<file path="src/rtl/muldiv_seq.sv">
// RV32M multiply/divide sequencer: one-step registered multiply, 32-step restoring
// divide with sign fix-up; busy stalls EX, done pulses result and rd tag to writeback.
module muldiv_seq #(
    parameter int XLEN      = 32,
    parameter int DIV_ITERS = 32
) (
    input  logic            clk,
    input  logic            rst,
    input  logic            start,
    input  logic            i_mul,
    input  logic            i_mulh,
    input  logic            i_mulhsu,
    input  logic            i_mulhu,
    input  logic            i_div,
    input  logic            i_divu,
    input  logic            i_rem,
    input  logic            i_remu,
    input  logic [XLEN-1:0] rs1_val,
    input  logic [XLEN-1:0] rs2_val,
    input  logic [4:0]      rd_in,
    input  logic            flush,
    output logic            busy,
    output logic            done,
    output logic [XLEN-1:0] result,
    output logic [4:0]      rd_out,
    output logic            illegal
);

    localparam int CNT_W = $clog2(DIV_ITERS);

    typedef enum logic [1:0] {IDLE, RES, DIV, FIX} state_t;
    typedef enum logic [2:0] {
        OP_MUL, OP_MULH, OP_MULHSU, OP_MULHU, OP_DIV, OP_DIVU, OP_REM, OP_REMU
    } op_t;

    state_t             r_state;
    op_t                r_op;
    logic [XLEN-1:0]    r_a, r_b;
    logic [XLEN-1:0]    r_quo, r_rem, r_dvs;
    logic [CNT_W-1:0]   r_cnt;
    logic [4:0]         r_rd_pend;
    logic               r_neg;

    logic [7:0]         w_ops;
    logic               w_onehot;
    op_t                w_op;
    logic               w_in_div, w_in_signed, w_b_zero, w_ovf;
    logic [XLEN-1:0]    w_abs_a, w_abs_b;

    assign w_ops    = {i_remu, i_rem, i_divu, i_div, i_mulhu, i_mulhsu, i_mulh, i_mul};
    assign w_onehot = (w_ops != 8'd0) && ((w_ops & (w_ops - 8'd1)) == 8'd0);

    always_comb begin
        w_op = OP_MUL;
        if (w_ops[1])      w_op = OP_MULH;
        else if (w_ops[2]) w_op = OP_MULHSU;
        else if (w_ops[3]) w_op = OP_MULHU;
        else if (w_ops[4]) w_op = OP_DIV;
        else if (w_ops[5]) w_op = OP_DIVU;
        else if (w_ops[6]) w_op = OP_REM;
        else if (w_ops[7]) w_op = OP_REMU;
    end

    assign w_in_div    = (w_ops[7:4] != 4'd0);
    assign w_in_signed = i_div | i_rem;
    assign w_b_zero    = (rs2_val == '0);
    assign w_ovf       = w_in_signed && (rs1_val == {1'b1, {(XLEN-1){1'b0}}}) && (rs2_val == '1);
    assign w_abs_a     = (w_in_signed && rs1_val[XLEN-1]) ? -rs1_val : rs1_val;
    assign w_abs_b     = (w_in_signed && rs2_val[XLEN-1]) ? -rs2_val : rs2_val;

    // 33-bit operands extended to 66 bits so an unsigned multiply yields the signed product
    logic [XLEN:0]      w_ma, w_mb;
    logic [2*XLEN+1:0]  w_prod;

    assign w_ma   = {((r_op == OP_MUL) || (r_op == OP_MULH) || (r_op == OP_MULHSU)) & r_a[XLEN-1], r_a};
    assign w_mb   = {((r_op == OP_MUL) || (r_op == OP_MULH)) & r_b[XLEN-1], r_b};
    assign w_prod = {{(XLEN+1){w_ma[XLEN]}}, w_ma} * {{(XLEN+1){w_mb[XLEN]}}, w_mb};

    // Partial remainder stays below the divisor, so it fits in XLEN bits between steps
    logic [XLEN:0]      w_shift;
    logic [XLEN+1:0]    w_diff;
    logic               w_ge;

    assign w_shift = {r_rem, r_quo[XLEN-1]};
    assign w_diff  = {1'b0, w_shift} - {2'b00, r_dvs};
    assign w_ge    = ~w_diff[XLEN+1];

    logic [XLEN-1:0]    w_res, w_fix;

    always_comb begin
        w_res = w_prod[2*XLEN-1:XLEN];
        case (r_op)
            OP_MUL:           w_res = w_prod[XLEN-1:0];
            OP_DIV, OP_DIVU:  w_res = (r_b == '0) ? '1 : {1'b1, {(XLEN-1){1'b0}}};
            OP_REM, OP_REMU:  w_res = (r_b == '0) ? r_a : '0;
            default:          w_res = w_prod[2*XLEN-1:XLEN];
        endcase
    end

    always_comb begin
        if ((r_op == OP_DIV) || (r_op == OP_DIVU))
            w_fix = r_neg ? -r_quo : r_quo;
        else
            w_fix = r_neg ? -r_rem : r_rem;
    end

    assign busy = (r_state != IDLE);

    always_ff @(posedge clk) begin
        if (rst) begin
            r_state   <= IDLE;
            r_op      <= OP_MUL;
            r_a       <= '0;
            r_b       <= '0;
            r_quo     <= '0;
            r_rem     <= '0;
            r_dvs     <= '0;
            r_cnt     <= '0;
            r_rd_pend <= '0;
            r_neg     <= 1'b0;
            done      <= 1'b0;
            illegal   <= 1'b0;
            result    <= '0;
            rd_out    <= '0;
        end else begin
            done    <= 1'b0;
            illegal <= 1'b0;
            case (r_state)
                IDLE: begin
                    if (start && !flush) begin
                        if (!w_onehot) begin
                            illegal <= 1'b1;
                        end else begin
                            r_op      <= w_op;
                            r_a       <= rs1_val;
                            r_b       <= rs2_val;
                            r_rd_pend <= rd_in;
                            r_neg     <= i_div ? (rs1_val[XLEN-1] ^ rs2_val[XLEN-1])
                                               : (i_rem & rs1_val[XLEN-1]);
                            r_quo     <= w_abs_a;
                            r_rem     <= '0;
                            r_dvs     <= w_abs_b;
                            r_cnt     <= '0;
                            r_state   <= (w_in_div && !w_b_zero && !w_ovf) ? DIV : RES;
                        end
                    end
                end
                RES: begin
                    if (flush) begin
                        r_state <= IDLE;
                    end else begin
                        result  <= w_res;
                        rd_out  <= r_rd_pend;
                        done    <= 1'b1;
                        r_state <= IDLE;
                    end
                end
                DIV: begin
                    if (flush) begin
                        r_state <= IDLE;
                    end else begin
                        r_rem <= w_ge ? w_diff[XLEN-1:0] : w_shift[XLEN-1:0];
                        r_quo <= {r_quo[XLEN-2:0], w_ge};
                        r_cnt <= r_cnt + CNT_W'(1);
                        if (r_cnt == CNT_W'(DIV_ITERS-1))
                            r_state <= FIX;
                    end
                end
                FIX: begin
                    if (flush) begin
                        r_state <= IDLE;
                    end else begin
                        result  <= w_fix;
                        rd_out  <= r_rd_pend;
                        done    <= 1'b1;
                        r_state <= IDLE;
                    end
                end
                default: r_state <= IDLE;
            endcase
        end
    end

endmodule

</file>
<file path="config.mk">
export PLATFORM = sky130hd
export DESIGN_NAME = muldiv_seq
export DESIGN_NICKNAME = d
export VERILOG_FILES = /design/src/rtl/muldiv_seq.sv
export SDC_FILE = /design/constraint.sdc
export NUM_CORES = 2
export LEC_CHECK = 0
export ABC_AREA = 1
export CAP_MARGIN = 20
export CORE_MARGIN = 1.5
export CORE_UTILIZATION = 65
export DETAILED_ROUTE_END_ITERATION = 8
export PLACE_DENSITY = 0.87
export SYNTH_ARGS = -nofsm -noshare
export SYNTH_HDL_FRONTEND = slang
export SYNTH_SLANG_ARGS = --single-unit
</file>
<file path="constraint.sdc">
create_clock -name clk -period 9.48 [get_ports clk]
set_input_delay 0.948 -clock clk [delete_from_list [all_inputs] [get_ports clk]]
set_output_delay 0.948 -clock clk [all_outputs]
set_load 0.05 [all_outputs]
</file>
# Word level (Yosys, flattened, before mapping)
# Cells that the tools add are included.
[op_classes]
eq_ne = 18
mux = 40
n_reduce_logical = 34
addsub = 7
bitwise = 11
mul = 1
[ops]
columns = ["op", "n"]
rows = [
  ["32-bit 2-to-1 mux", 15],
  ["32-bit case mux with 2 select lines", 3],
  ["32-bit negation", 4],
  ["32-bit case mux with 3 select lines", 1],
  ["32-bit == test (second input constant)", 2],
  ["32-bit logical NOT", 2],
  ["33-bit by 33-bit multiplier with 64-bit output", 1],
  ["33-bit by 32-bit subtractor with 34-bit output", 1],
  ["31-bit 2-to-1 mux", 1],
  ["3-bit 2-to-1 mux", 7],
  ["5-bit 2-to-1 mux", 3],
  ["3-bit == test (second input constant)", 4],
  ["2-bit 2-to-1 mux", 5],
  ["2-bit inequality test (second input constant)", 5],
  ["5-bit case mux with 2 select lines", 1],
  ["3-bit AND reduction", 3],
  ["8-bit AND", 1],
  ["1-bit logical AND", 8],
  ["8-bit logical NOT", 1],
  ["8-bit nonzero test", 1],
  ["2-bit OR reduction", 4],
  ["8-bit by 1-bit subtractor with 8-bit output (second input constant)", 1],
  ["2-bit case mux with 3 select lines", 1],
  ["2-bit nonzero test", 3],
  ["20 further kinds", 33],
]
[word_totals]
wordCells = 125
inputBits = 81
register_bits = 215
out_inout_bits = 40

# Longest topological paths before layout
[depth]
depth_word = 9
mapped_depth = 39
depth_no_buf = 37

# Worst setup path before layout
# Ideal clock, no wire load.
[synth_timing]
path_kind = "flip-flop to flip-flop"
start = "register r_a[31]"
end = "register result[21]"
period_less_slack_ps = 7883
setup_ps = 70
setup_slack_ps = 1597
path_stages_with_launch = 35
n_path_buf = 2
arrival_time_ps = 7812
required_ps = 9410
cell_sequence = "dfxtp_1 buf_2 inv_1 nor2_1 nand2_1 clkbuf_1 nor2_1 fa_1 inv_1 fa_1 inv_1 fa_1 inv_1 fa_1 inv_1 fa_1 fa_1 fa_1 inv_1 fa_1 inv_1 ha_1 nand2_1 nor2_1 inv_1 nor2_1 inv_1 nor2_1 nand3_1 nand3_1 xor2_1 nand2_1 nand2_1 nand2_1 a21oi_1"
[synth_via]
elab_chain_len = 5
[synth_rtl]
columns = ["element", "line_no", "source"]
rows = [
  ["start, declared", "38", "logic [XLEN-1:0] r_a, r_b;"],
  ["start signal, assigned", "135", "r_a <= rs1_val;"],
  ["1-bit AND", "75", "assign w_ma = {((r_op == OP_MUL) || (r_op == OP_MULH) || (r_op == OP_MULHSU)) & r_a[XLEN-1], r_a};"],
  ["33-bit by 33-bit multiplier with 64-bit output *", "77", "assign w_prod = {{(XLEN+1){w_ma[XLEN]}}, w_ma} * {{(XLEN+1){w_mb[XLEN]}}, w_mb};"],
  ["32-bit case mux with 3 select lines *", "92", "case (r_op)"],
  ["32-bit 2-to-1 mux *", "149", "if (flush) begin"],
  ["32-bit case mux with 2 select lines *", "128", "case (r_state)"],
  ["end signal, assigned", "152", "result <= w_res;"],
  ["end signal, assigned", "173", "result <= w_fix;"],
  ["end, declared", "24", "output logic [XLEN-1:0] result,"],
]
# Every way passes the cells marked *; elsewhere a longest branch is shown, timed or not. The select of a mux whose other input is x is not followed.
# A chain may end at the register's enable or synchronous reset.

# Worst setup path in the final report
[layout_timing]
start = "register r_a[31]"
end = "register result[14]"
# The elaborated chain is that of the path after synthesis.

==> metrics.yaml <==
run_status: "finished clean"
synthDistinctLibCells: 56
numCtsBuffers: 27
cp_data_arrival_time_ns: 9.55
vdd_drop_max_mv: 0.1035
max_stage_delay_ns: 0.68
drtPass1Iterations: 8
grt_max_degree: 94
slowest_stage: "fa_1"
async_flop_share_pct: 0
core_region_area_um2: 82500
drive_above_1_share_pct: 3.531
row_count: 105
drv_cap: 0
dr.first_iter.drc_count: 5023
holdWs_ns: 0.4595
viasPerCell: 5.925
maxSlewHeadroom_pct: 16.64
clk_latency_ns: 0.58
placed_area_um2: 56740
cts_buffer_depth: 3
htree_levels: 1
seqPwrFrac_pct: 39.2
syn_area_per_cell_um2: 7.341
dieHeight_um: 292.5
skew_ns: 0.02277
layout_common_cells: "inv_1 (1,899), nand2_1 (1,808), fa_1 (1,126), nor2_1 (395), a21oi_1 (384)"
p_switching_mw: 0.6530
cts_hold_buf: 0
syn_nets: 8880
combPwrFrac_pct: 12.5
ant_nets: 0
start_kind: "flop"
slew_viol_final: 0
gp_congestion: 1.056
synth.cell_area_um2: 54490
setup_viol: 0
swShare_pct: 28.12
syn_inst: 7422
dp_hpwl_um: 159100
area_delta_synth_final_pct: 6.055
yosys_warnings: 0
grt_pass1_wl_um: 300900
path_class: "reg -> reg"
cts_num_sinks: 214
wl_per_cell_um: 23.11
vias: 49997
cp_common_cell: "inv_1"
final_nets: 8803
end_kind: "flop"
rsz0062_at_grt: "no"
p_leak_nw: 29.45
drt-total-wl_um: 195100
powerDensity_nw_per_um2: 40.19
die_area_um2: 85570
required_ns: 9.97
grt_pass1_vias: 52597
drc_errors: 0
netlist.area_leader.share_pct: 41.37
fmax_ghz: 0.1103
clk_pin_slew_ns: 0.06
finalCriticalPeriod_ns: 9.062
synth_edf_count: 0
grtUsageTotal_pct: 46.58
p_int_mw: 1.669
stdcell_area_um2: 57790
pwr-share-clk_pct: 48.3
synth_largest_area_cell: "fa_1"
synthFlopType: "dfxtp_1"
max_slew.worst_pin.slew_ns: 1.249
period_share_pct: 95.60
io_pins: 121
die_x_um: 292.5
initial_core_util_pct: 66.04
hold_viol: 0
antenna_found_initial: 18
grt_overflow_total: 0
cts_tree: "built"
post_cts_buffers: 0
ys_seq_area_share_pct: 7.863
cts_root_buf: "clkbuf_16"
ys_ff_latch: 214
cp_max_fo: 11
hold_class: "reg -> reg"
final_common_cell: "inv_1"
nFillCells: 6438
fin_tns_setup_ns: 0
synth_area_leaders: "fa_1 (41%), inv_1 (13%), nand2_1 (12%)"
cts_resized: 0
io_buffer_count: 120
logic make-up after synthesis:
logic type	synth area share, %
xor+xnor	1.206
compound gates	8.198
fa+ha+maj	47.14
flops	7.863
simple gates	19.68
buf+inv	15.91
sequential cells by signal (all words and copies together) (netlist names):
register / cells
illegal: 1
done: 1
r_state: 2
r_dvs: 31
r_neg: 1
r_rem: 32
r_rd_pend: 5
r_op: 3
r_a: 32
r_b: 32
r_quo: 32
r_cnt: 5
result: 32
rd_out: 5
cells in the mapped netlist (28+ instances only):
cell and instances:
o21ai_0 302, nor3_1 58, ha_1 251, a31oi_1 28, a21oi_1 384, inv_1 1900, nand4_1 64, dfxtp_1 214
xor2_1 47, clkbuf_1 327, nand3_1 233, fa_1 1126, nor2_1 399, nand2_1 1808, xnor2_1 28
per-layer routing:
layer,vias to the layer above,global-route usage (%),share of wire [%]
met4,14,29.05,7.8
met3,908,11.65,12
met5,-,0,0.048
met2,3317,72.24,44
met1,24127,58.80,36
li1,21631,-,-
power by group through the flow:
| stage | Clock [mW] | Combinational, mW | Sequential, mW |
|---|---|---|---|
| final | 1.12 | 0.290 | 0.911 |
| after global routing | 1.15 | 0.308 | 0.910 |
| after CTS | 1.12 | 0.279 | 0.910 |
| after detailed placement | 0 | 0.276 | 0.930 |
| after global placement | 0 | 0.276 | 0.930 |
| after floorplan | 0 | 0.160 | 0.924 |
metrics by stage:
step / std cells / power, mW / setup WS [ns] / utilization [%]
2_1_floorplan: 7422 / 1.085 / 1.597 / -
3_3_place_gp: 8382 / 1.205 / 0.6741 / 68.77
3_5_place_dp: 8382 / 1.206 / 0.5529 / 68.77
4_1_cts: 8429 / 2.308 / 0.4752 / 69.91
5_1_grt: 8437 / 2.370 / 0.08321 / 70.03
6_report: 8439 / 2.322 / 0.4175 / 70.04
worst max-delay path, delay by kind of cell, from the launching register on:
kind	cells	cell delay [ns]
compound gates	2	0.58
simple gates	11	2.11
fa+ha+maj	9	4.81
flops	1	0.33
buf+inv	10	1.12
layout make-up:
cell class                      instances  area [um^2]  area share, %
Clock inverter                         12        176.4         0.3053
Sequential cell                       214         4303          7.446
Clock buffer                           35        765.7          1.325
Inverter                             1914         7186          12.44
Timing Repair Buffer                  265         2447          4.235
Multi-Input combinational cell       4923        41550          71.91
Tap cell                             1070         1339          2.317
Antenna cell                            6        15.01        0.02598
final timing paths:
kind           startpoint          to  slack (ns)  cells after the start
min reg2reg  r_rd_pend[2]   rd_out[2]        0.46                      2
max reg2reg       r_a[31]  result[14]        0.42                     32
min          r_rd_pend[2]   rd_out[2]        0.46                      2
max               r_a[31]  result[14]        0.42                     32
Note: power is estimated with default switching activity, not from simulation.
